===== src/rtl/tinker_pkg.sv =====
// Shared Tinker ISA definitions: opcode encodings, the instruction field
// layout, the default reset PC and a halt-decode helper used by fetch.
package tinker_pkg;

   localparam logic [63:0] DEFAULT_RESET_PC = 64'h2000;

   typedef enum logic [4:0] {
      OPC_AND    = 5'h00,
      OPC_OR     = 5'h01,
      OPC_XOR    = 5'h02,
      OPC_NOT    = 5'h03,
      OPC_SHFTR  = 5'h04,
      OPC_SHFTRI = 5'h05,
      OPC_SHFTL  = 5'h06,
      OPC_SHFTLI = 5'h07,
      OPC_BR     = 5'h08,
      OPC_BRR    = 5'h09,
      OPC_BRRL   = 5'h0A,
      OPC_BRNZ   = 5'h0B,
      OPC_CALL   = 5'h0C,
      OPC_RETURN = 5'h0D,
      OPC_BRGT   = 5'h0E,
      OPC_PRIV   = 5'h0F,
      OPC_ADD    = 5'h18,
      OPC_ADDI   = 5'h19,
      OPC_SUB    = 5'h1A,
      OPC_SUBI   = 5'h1B,
      OPC_MUL    = 5'h1C,
      OPC_DIV    = 5'h1D
   } opcode_e;

   typedef struct packed {
      logic [4:0]  opcode;
      logic [4:0]  rd;
      logic [4:0]  rs;
      logic [4:0]  rt;
      logic [11:0] lit;
   } instr_t;

   // A priv instruction with a zero literal is the halt instruction.
   function automatic logic is_halt(input logic [31:0] word);
      instr_t f;
      f = instr_t'(word);
      return (f.opcode == OPC_PRIV) && (f.lit == '0);
   endfunction

endpackage


===== src/rtl/tinker_fetch_fifo.sv =====
// Small synchronous in-order FIFO with flush. Used both as the fetched
// instruction buffer and as the side queue of outstanding request PCs.
module tinker_fetch_fifo #(
   parameter int unsigned WIDTH = 96,
   parameter int unsigned DEPTH = 4
) (
   input  logic                   clk,
   input  logic                   reset,
   input  logic                   push,
   input  logic [WIDTH-1:0]       push_data,
   input  logic                   pop,
   input  logic                   flush,
   output logic [WIDTH-1:0]       head,
   output logic [$clog2(DEPTH):0] count
);

   localparam int unsigned AW = $clog2(DEPTH);
   localparam logic [AW:0] FULL = (AW+1)'(DEPTH);

   logic [WIDTH-1:0] mem [DEPTH];
   logic [AW-1:0]    wr_ptr;
   logic [AW-1:0]    rd_ptr;
   logic             do_push;
   logic             do_pop;

   assign do_pop  = pop && (count != '0);
   assign do_push = push && ((count != FULL) || do_pop);
   assign head    = mem[rd_ptr];

   // Entry storage; contents need no reset because count qualifies them.
   always_ff @(posedge clk) begin
      if (do_push && !flush) begin
         mem[wr_ptr] <= push_data;
      end
   end

   // Pointer and occupancy bookkeeping; flush empties the queue at once.
   always_ff @(posedge clk) begin
      if (reset || flush) begin
         wr_ptr <= '0;
         rd_ptr <= '0;
         count  <= '0;
      end else begin
         if (do_push) wr_ptr <= wr_ptr + AW'(1);
         if (do_pop)  rd_ptr <= rd_ptr + AW'(1);
         case ({do_push, do_pop})
            2'b10:   count <= count + (AW+1)'(1);
            2'b01:   count <= count - (AW+1)'(1);
            default: count <= count;
         endcase
      end
   end

endmodule


===== src/rtl/tinker_fetch.sv =====
// Tinker instruction fetch stage: owns the PC, issues credit-limited reads
// to instruction memory, buffers responses with their PCs and hands them to
// tinker_core on a valid/ready handshake. Redirects flush the buffer and
// discard responses still in flight.
// Optional halt detection is enabled by defining TINKER_FETCH_HALT_DETECT_EN.
module tinker_fetch
   import tinker_pkg::*;
#(
   parameter logic [63:0] RESET_PC  = DEFAULT_RESET_PC,
   parameter int unsigned BUF_DEPTH = 4
) (
   input  logic        clk,
   input  logic        reset,
   output logic        imem_req_valid,
   input  logic        imem_req_ready,
   output logic [63:0] imem_req_addr,
   input  logic        imem_resp_valid,
   input  logic [31:0] imem_resp_data,
   input  logic        redirect_valid,
   input  logic [63:0] redirect_pc,
   output logic        instr_valid,
   input  logic        instr_ready,
   output logic [31:0] instruction,
   output logic [63:0] instr_pc,
   output logic        fetch_halted
);

   localparam int unsigned CW = $clog2(BUF_DEPTH) + 1;

   logic [63:0]   pc;
   logic [CW-1:0] inflight;
   logic [CW-1:0] drop;
   logic [CW-1:0] count;
   logic [CW-1:0] pcq_count;
   logic          halted;
   logic [95:0]   head;
   logic [63:0]   pcq_head;
   logic [CW:0]   credit;
   logic          req_fire;
   logic          resp_ok;
   logic          push;
   logic          pop;
   logic          halt_hit;

   // Outstanding requests plus buffered words may never exceed the buffer.
   assign credit         = {1'b0, inflight} + {1'b0, count};
   assign imem_req_valid = !reset && !redirect_valid && !halted &&
                           (credit < (CW+1)'(BUF_DEPTH));
   assign imem_req_addr  = pc;
   assign req_fire       = imem_req_valid && imem_req_ready;

   // A response with nothing outstanding is ignored.
   assign resp_ok = imem_resp_valid && (inflight != '0);
   assign push    = resp_ok && !redirect_valid && (drop == '0);

   assign instr_valid = (count != '0) && !redirect_valid;
   assign pop         = instr_valid && instr_ready;
   assign instruction = (count != '0) ? head[31:0]  : '0;
   assign instr_pc    = (count != '0) ? head[95:32] : '0;

`ifdef TINKER_FETCH_HALT_DETECT_EN
   assign halt_hit     = push && is_halt(imem_resp_data);
   assign fetch_halted = halted;
`else
   assign halt_hit     = 1'b0;
   assign fetch_halted = 1'b0;
`endif

   tinker_fetch_fifo #(
      .WIDTH (64),
      .DEPTH (BUF_DEPTH)
   ) u_pc_queue (
      .clk       (clk),
      .reset     (reset),
      .push      (req_fire),
      .push_data (pc),
      .pop       (resp_ok),
      .flush     (1'b0),
      .head      (pcq_head),
      .count     (pcq_count)
   );

   tinker_fetch_fifo #(
      .WIDTH (96),
      .DEPTH (BUF_DEPTH)
   ) u_buf (
      .clk       (clk),
      .reset     (reset),
      .push      (push),
      .push_data ({pcq_head, imem_resp_data}),
      .pop       (pop),
      .flush     (redirect_valid),
      .head      (head),
      .count     (count)
   );

   // PC, outstanding/drop accounting and halt flag; redirect overrides all.
   always_ff @(posedge clk) begin
      if (reset) begin
         pc       <= RESET_PC;
         inflight <= '0;
         drop     <= '0;
         halted   <= 1'b0;
      end else begin
         inflight <= inflight + CW'(req_fire) - CW'(resp_ok);
         if (redirect_valid) begin
            pc     <= {redirect_pc[63:2], 2'b00};
            // inflight already includes responses pending a drop, so every
            // response still outstanding after this cycle is stale.
            drop   <= inflight - CW'(resp_ok);
            halted <= 1'b0;
         end else begin
            if (req_fire) pc <= pc + 64'd4;
            if (halt_hit) begin
               halted <= 1'b1;
               drop   <= inflight + CW'(req_fire) - CW'(resp_ok);
            end else if (resp_ok && (drop != '0)) begin
               drop <= drop - CW'(1);
            end
         end
      end
   end

   a_resp_outstanding: assert property (@(posedge clk) disable iff (reset)
      imem_resp_valid |-> (inflight != '0));

   a_pc_queue_tracks: assert property (@(posedge clk) disable iff (reset)
      pcq_count == inflight);

endmodule


===== config.mk =====
export PLATFORM = sky130hd
export DESIGN_NAME = tinker_fetch
export DESIGN_NICKNAME = d
export VERILOG_FILES = /design/src/rtl/tinker_pkg.sv /design/src/rtl/tinker_fetch_fifo.sv /design/src/rtl/tinker_fetch.sv
export SDC_FILE = /design/constraint.sdc
export NUM_CORES = 1
export LEC_CHECK = 0
export BUFFER_PORTS_ARGS = -buffer_cell sky130_fd_sc_hd__buf_2
export CAP_MARGIN = 20
export CORE_ASPECT_RATIO = 1.2
export CORE_MARGIN = 5
export CORE_UTILIZATION = 49
export CTS_BUF_LIST = sky130_fd_sc_hd__clkbuf_8
export DETAILED_ROUTE_END_ITERATION = 12
export GPL_TIMING_DRIVEN = 0
export PLACE_DENSITY = 0.67
export REMOVE_ABC_BUFFERS = 1
export SLEW_MARGIN = 20
export SYNTH_ARGS = -nofsm -noshare
export SYNTH_HDL_FRONTEND = slang
export SYNTH_SLANG_ARGS = --single-unit

===== constraint.sdc =====
create_clock -name clk -period 8.1 [get_ports clk]
set_input_delay 1.62 -clock clk [delete_from_list [all_inputs] [get_ports clk]]
set_output_delay 1.62 -clock clk [all_outputs]
set_load 0.03 [all_outputs]

# --- Yosys cells after proc, flatten, opt, wreduce, memory -nomap -nowiden ---
# Memories as Yosys holds them, arrays and structs flattened. A register that Yosys moved wholly into a read port is not among the register bits.
# Index checks and enable logic that the tools add are counted.
word_totals:
  register_bits: 84
  mem_bits_rw: 640
  out_inout_bits: 163
  word_cells: 78
  memories: 2
classes:
  add_sub_neg: 14
  order_cmp: 1
  n_eq_ne: 6
  muxes: 16
  n_reduce_logical: 29
mem_list:
  columns: ["memory", "words", "width", "rd", "rd_ports_with_merged_regs", "wr", "line_no", "text"]
  rows:
  - ["u_buf.mem", 4, 96, 1, 1, 1, "tinker_fetch_fifo.sv:20", "logic [WIDTH-1:0] mem [DEPTH];"]
  - ["u_pc_queue.mem", 4, 64, 1, 1, 1, "tinker_fetch_fifo.sv:20", null]
ops:
  columns: ["operator", "n"]
  rows:
  - ["$mux 64", 3]
  - ["$add 64x3->64 const B", 1]
  - ["$mux 32", 1]
  - ["$logic_and 1x1->1", 14]
  - ["$pmux 3 s2", 2]
  - ["$reduce_bool 3->1", 4]
  - ["$sub 3x1->3 const B", 3]
  - ["$add 2x1->2 const B", 4]
  - ["$mux 2", 4]
  - ["$reduce_bool 2->1", 4]
  - ["$add 3x1->3 const B", 2]
  - ["$mux 3", 2]
  - ["$ne 3x3->1 const B", 2]
  - ["$sub 3x1->3", 2]
  - ["$add 3x3->4", 1]
  - ["$eq 2x1->1 const B", 2]
  - ["$eq 2x2->1 const B", 2]
  - ["$lt 4x3->1 const B", 1]
  - ["$mux 1", 4]
  - ["$add 3x1->3", 1]
  - ["$logic_not 3->1", 1]
  - ["$logic_or 1x1->1", 3]
  - ["$logic_not 1->1", 2]
  - ["$reduce_or 2->1", 1]

# --- Logic depth before layout (Yosys ltp) ---
logic_depth:
  ltp_word: 9
  ltp_mapped: 16

# --- Cells and area by module ---
# From an unflattened synthesis, not the netlist that was laid out.
hier_totals:
  cells_unflattened: 1594
  area_unflattened_um2: 28954.0
modules_own_cells:
  columns: ["module", "instances", "cells_per_inst", "area_each_um2"]
  rows:
  - ["tinker_fetch_fifo (u_buf)", 1, 565, 14412.6]
  - ["tinker_fetch_fifo (u_pc_queue)", 1, 397, 9834.4]
  - ["tinker_fetch", 1, 632, 4707.0]

# --- Least setup slack after synthesis ---
# OpenSTA, ideal clock, no wires.
synth_path:
  path_kind: "input to register"
  startpoint: "in imem_resp_valid"
  endpoint: "mem u_buf.mem[0][0], enable pin"
  arrival_ns: 4.899
  required_ns: 7.637
  path_slack_ns: 2.738
  path_stages: 3
  n_path_buf: 0
  cell_sequence: "o31ai_1 -> nor4b_1 -> and2_1"
synth_via:
  elab_chain_cells: 7
synth_rtl:
  columns: ["item", "line_no", "text"]
  rows:
  - ["from (decl)", "tinker_fetch.sv:17", "input logic imem_resp_valid,"]
  - ["$logic_and 1x1->1", "tinker_fetch.sv:53", "assign resp_ok = imem_resp_valid && (inflight != '0);"]
  - ["$logic_and 1x1->1 (2 in a row)", "tinker_fetch.sv:54", "assign push = resp_ok && !redirect_valid && (drop == '0);"]
  - ["$logic_and 1x1->1", "tinker_fetch_fifo.sv:27", "assign do_push = push && ((count != FULL) || do_pop);"]
  - ["$logic_and 1x1->1", "tinker_fetch_fifo.sv:32", "if (do_push && !flush) begin"]
  - ["$mux 1", "tinker_fetch_fifo.sv:32", null]
  - ["$mux 1 (not written as such)", "tinker_fetch_fifo.sv:33", "mem[wr_ptr] <= push_data;"]
  - ["to (decl)", "tinker_fetch_fifo.sv:20", null]
# No other way between the ends.

# --- Worst setup path in the final report ---
layout_path:
  startpoint: "in reset"
  endpoint: "mem u_pc_queue.mem[4][54] (netlist: u_pc_queue.mem[2][54]), enable pin"
layout_via:
  elab_chain_cells: 7
layout_rtl:
  columns: ["item", "line_no", "text"]
  rows:
  - ["from (decl)", "tinker_fetch.sv:13", "input logic reset,"]
  - ["$logic_not 1->1", "tinker_fetch.sv:47", "assign imem_req_valid = !reset && !redirect_valid && !halted &&"]
  - ["$logic_and 1x1->1 (2 in a row)", "tinker_fetch.sv:47", null]
  - ["$logic_and 1x1->1", "tinker_fetch.sv:50", "assign req_fire = imem_req_valid && imem_req_ready;"]
  - ["$logic_and 1x1->1", "tinker_fetch_fifo.sv:27", null]
  - ["$mux 1", "tinker_fetch_fifo.sv:32", null]
  - ["$mux 1 (not written as such)", "tinker_fetch_fifo.sv:33", null]
  - ["to (decl)", "tinker_fetch_fifo.sv:20", null]
# No other way between the ends.

==> results.yml <==
outcome:
  outcome: "completed"
synthesis:
  syn_area_per_cell_um2: 17.97
  synth_edf_count: 624
  synth_seq_cells: 710
  ys_seq_area_share_pct: 72.91
  synth_top_flop_cell: "edfxtp_1"
  synth_cell_types: 62
  ys_warn_count: 0
  synthCells: 1562
  synth-async-reset-ratio_pct: 0
  synth_area_mm2: 0.02806
timing:
  hold_viol_final: 0
  rsz0062_at_grt: "no"
  finalSetupTns_ns: 0
  min_period_ns: 5.041
  final.period_utilization_pct: 62.23
  drv_slew: 0
  finalClockSkew_ns: 0.03534
  setup_viol: 0
  worst_pin_slew_ns: 1.052
  clock.fmax_ghz: 0.1984
  fin_ws_ns: 3.059
  relSlewSlack_pct: 29.34
worst_setup_path:
  critical_path.max_stage_delay_ns: 0.83
  cp-start-kind: "primary input"
  cpLargestDelayFamily: "simple AND/OR/NAND/NOR gates"
  crit_top_cell: "buf_12"
  cp_data_required_time_ns: 8.46
  crit_path_end_kind: "flip-flop"
  ff2ff_setup_slack_ns: 3.94
  r2r_cells: 8
  reg2reg_from: "u_buf.count[2]"
  r2r_end: "u_pc_queue.mem[2][54]"
  worstPathCellList: "buf_4, buf_16, nor3_1, and4_2, inv_4, a31oi_1, and2_4, buf_12, buf_12"
  worstPathMaxFanout: 68
  crit_arrival_ns: 5.40
  critPathBufInv: 5
  path_class: "in -> reg"
  slowest_stage: "and4_2"
placed_design:
  io_buffers: 257
  place.gp.congestion: 0.7838
  pre_cts_slack_ns: 2.396
  dpl.hpwl_um: 40990
clocking:
  postCtsSetupBuffers: 0
  clk_pin_slew_ns: 0.06
  clockBufferDepth: 3
  ctsResizeCount: 0
  htree_levels: 3
  clock-sinks: 710
  clk_latency_ns: 0.70
  clockRootBuffer: "clkbuf_8"
  cts-buffers-inserted: 106
  cts_tree: "yes"
  hold_buffers: 0
routing:
  drc: 0
  drt_iter0_markers: 1090
  drt-wirelength-per-cell_um: 24.67
  ant_nets: 0
  dr.pass1.iters: 5
  vias: 15718
  viasPerCell: 5.828
  wl_um: 66540
hold_path:
  min-delay-start: "u_buf.rd_ptr[1]"
  min_path_type: "reg -> reg"
  whs_endpoint: "u_buf.rd_ptr[1]"
  hold_depth: 2
die:
  die_w_um: 228.5
  initial_core_util_pct: 49.29
  io_pins: 265
  dieArea_mm2: 0.06218
  core_mm2: 0.05693
  rows: 96
  die_h_um: 272.2
grt:
  overflow: 0
  grt_antenna_before_repair: 3
  grt_pass1_wl_um: 100300
  track_usage_pct: 21.25
  grt_max_degree: 69
  grt_pass1_vias: 16401
finish:
  multi_input_area_mm2: 0.007221
  syn_to_final_growth_pct: 16.80
  final_net_count: 1991
  utilization_pct: 57.57
  nFillCells: 4398
  drive_above_1_share_pct: 31.73
  seqCellArea_mm2: 0.02047
power:
  p_total_mw: 8.005
  p_leak_nw: 11.26
  power_density_mw_per_mm2: 244.2
  ir_drop_uv: 127.5
job:
  max-cap-violations: 0
cell type report:
| type | instances | share of cell area (%) |
|---|---|---|
| Sequential cell | 710 | 62.47 |
| Multi-Input combinational cell | 744 | 22.03 |
| Timing Repair Buffer | 281 | 5.818 |
| Clock buffer | 124 | 5.207 |
| Tap cell | 735 | 2.806 |
| Clock inverter | 75 | 1.351 |
| Inverter | 26 | 0.3054 |
| Antenna cell | 2 | 0.01527 |
routing by layer:
metal  global-route usage [%]  vias to the layer above  wire [µm]
met5                        0                        -          7
met1                    27.39                     8139      26430
met4                    8.823                        2       2343
met3                    3.816                      149       3904
met2                    36.00                      573      33860
li1                         -                     6855          -
cell usage after synthesis (4+ instances only):
cell	instances	share of area, %
a211oi_1	9	0.24
a21oi_1	40	0.71
a221oi_1	4	0.12
a31oi_1	19	0.42
and2_1	111	2.5
and3_1	24	0.54
and4_1	7	0.22
buf_1	19	0.25
buf_4	5	0.13
clkbuf_1	58	0.78
dfxtp_1	86	6.1
edfxtp_1	624	67
ha_1	17	0.76
inv_1	26	0.35
mux2i_1	10	0.36
mux4_2	156	13
nand2_1	65	0.87
nand3_1	32	0.57
nand4_1	19	0.42
nor2_1	62	0.83
nor3_1	14	0.25
nor3b_1	5	0.13
nor4_1	9	0.20
o21ai_0	29	0.52
o22ai_1	11	0.25
o311ai_0	8	0.25
o31ai_1	4	0.11
or3_1	5	0.11
xnor2_1	13	0.41
xor2_1	20	0.62
layout by cell type (no fill, tap or decap), types with 8 or more instances in the layout:
cell type and instances:
xor2_1 20, clkbuf_8 124, nand3_1 32, and2_1 103, xnor2_1 13, nand4_1 19
o22ai_1 11, mux4_2 156, nand2_1 65, and2_4 8, ha_1 17, a21oi_1 40
clkinv_2 16, clkinv_1 16, mux2i_1 10, a31oi_1 19, dfxtp_1 82, a211oi_1 9
inv_1 56, o21ai_0 29, nor4_1 8, buf_2 255, o311ai_0 8, nor3_1 14
buf_16 18, and3_1 24, nor2_1 60, edfxtp_1 624
tightest hold or removal path: cells and delay by family (launching register included):
family | cells | cell delay, ns
xor gates and xnor gates | 1 | 0.07
DFF | 1 | 0.33
and+or+nand+nor | 1 | 0.10
registers in the layout, summed over array words and instances, names as in the netlist, named ones only:
signal,count
u_pc_queue.count,3
inflight,3
u_buf.count,3
u_pc_queue.mem,248
u_buf.wr_ptr,2
imem_req_addr,62
drop,3
u_buf.mem,376
u_buf.rd_ptr,2
u_pc_queue.rd_ptr,2
u_pc_queue.wr_ptr,2
how the worst max path moves through the flow:
stage	startpoint	end	depth (start not counted)
global placement	reset	u_pc_queue.mem[0][25]	6
floorplan	flip-flop	instr_pc[10]	2
global route	reset	u_pc_queue.mem[2][46]	9
CTS	reset	u_pc_queue.mem[2][46]	9
detailed placement	reset	u_pc_queue.mem[2][55]	9
finish	reset	u_pc_queue.mem[2][54]	9
report_power, final:
group	total (mW)	internal (mW)	switching, mW
clock network	2.87	1.53	1.34
registers	4.27	4.17	0.107
logic	0.862	0.336	0.526
total	8.00	6.03	1.97
per-stage QoR:
stage / area (µm²) / std cells / hold WS [ns]
floorplan: 27730 / 1480 / 0.4815
global placement: 29930 / 2472 / 0.5008
detailed placement: 30620 / 2496 / 0.5082
CTS: 32770 / 2695 / 0.5327
global route: 32770 / 2696 / 0.5598
finish: 32780 / 2697 / 0.5374
cell families (layout without fill, tap and decap cells):
family	Yosys count	in the layout	synth area share, %
mux	169	169	13.00
other cells	1	7	0.01336
xor+xnor	33	33	1.030
fa+ha+maj	20	20	0.9720
flops	710	710	72.91
buf+inv	112	506	1.605
compound gates	140	140	3.094
simple gates	377	377	7.383
Note: power is estimated with default switching activity, not from simulation.
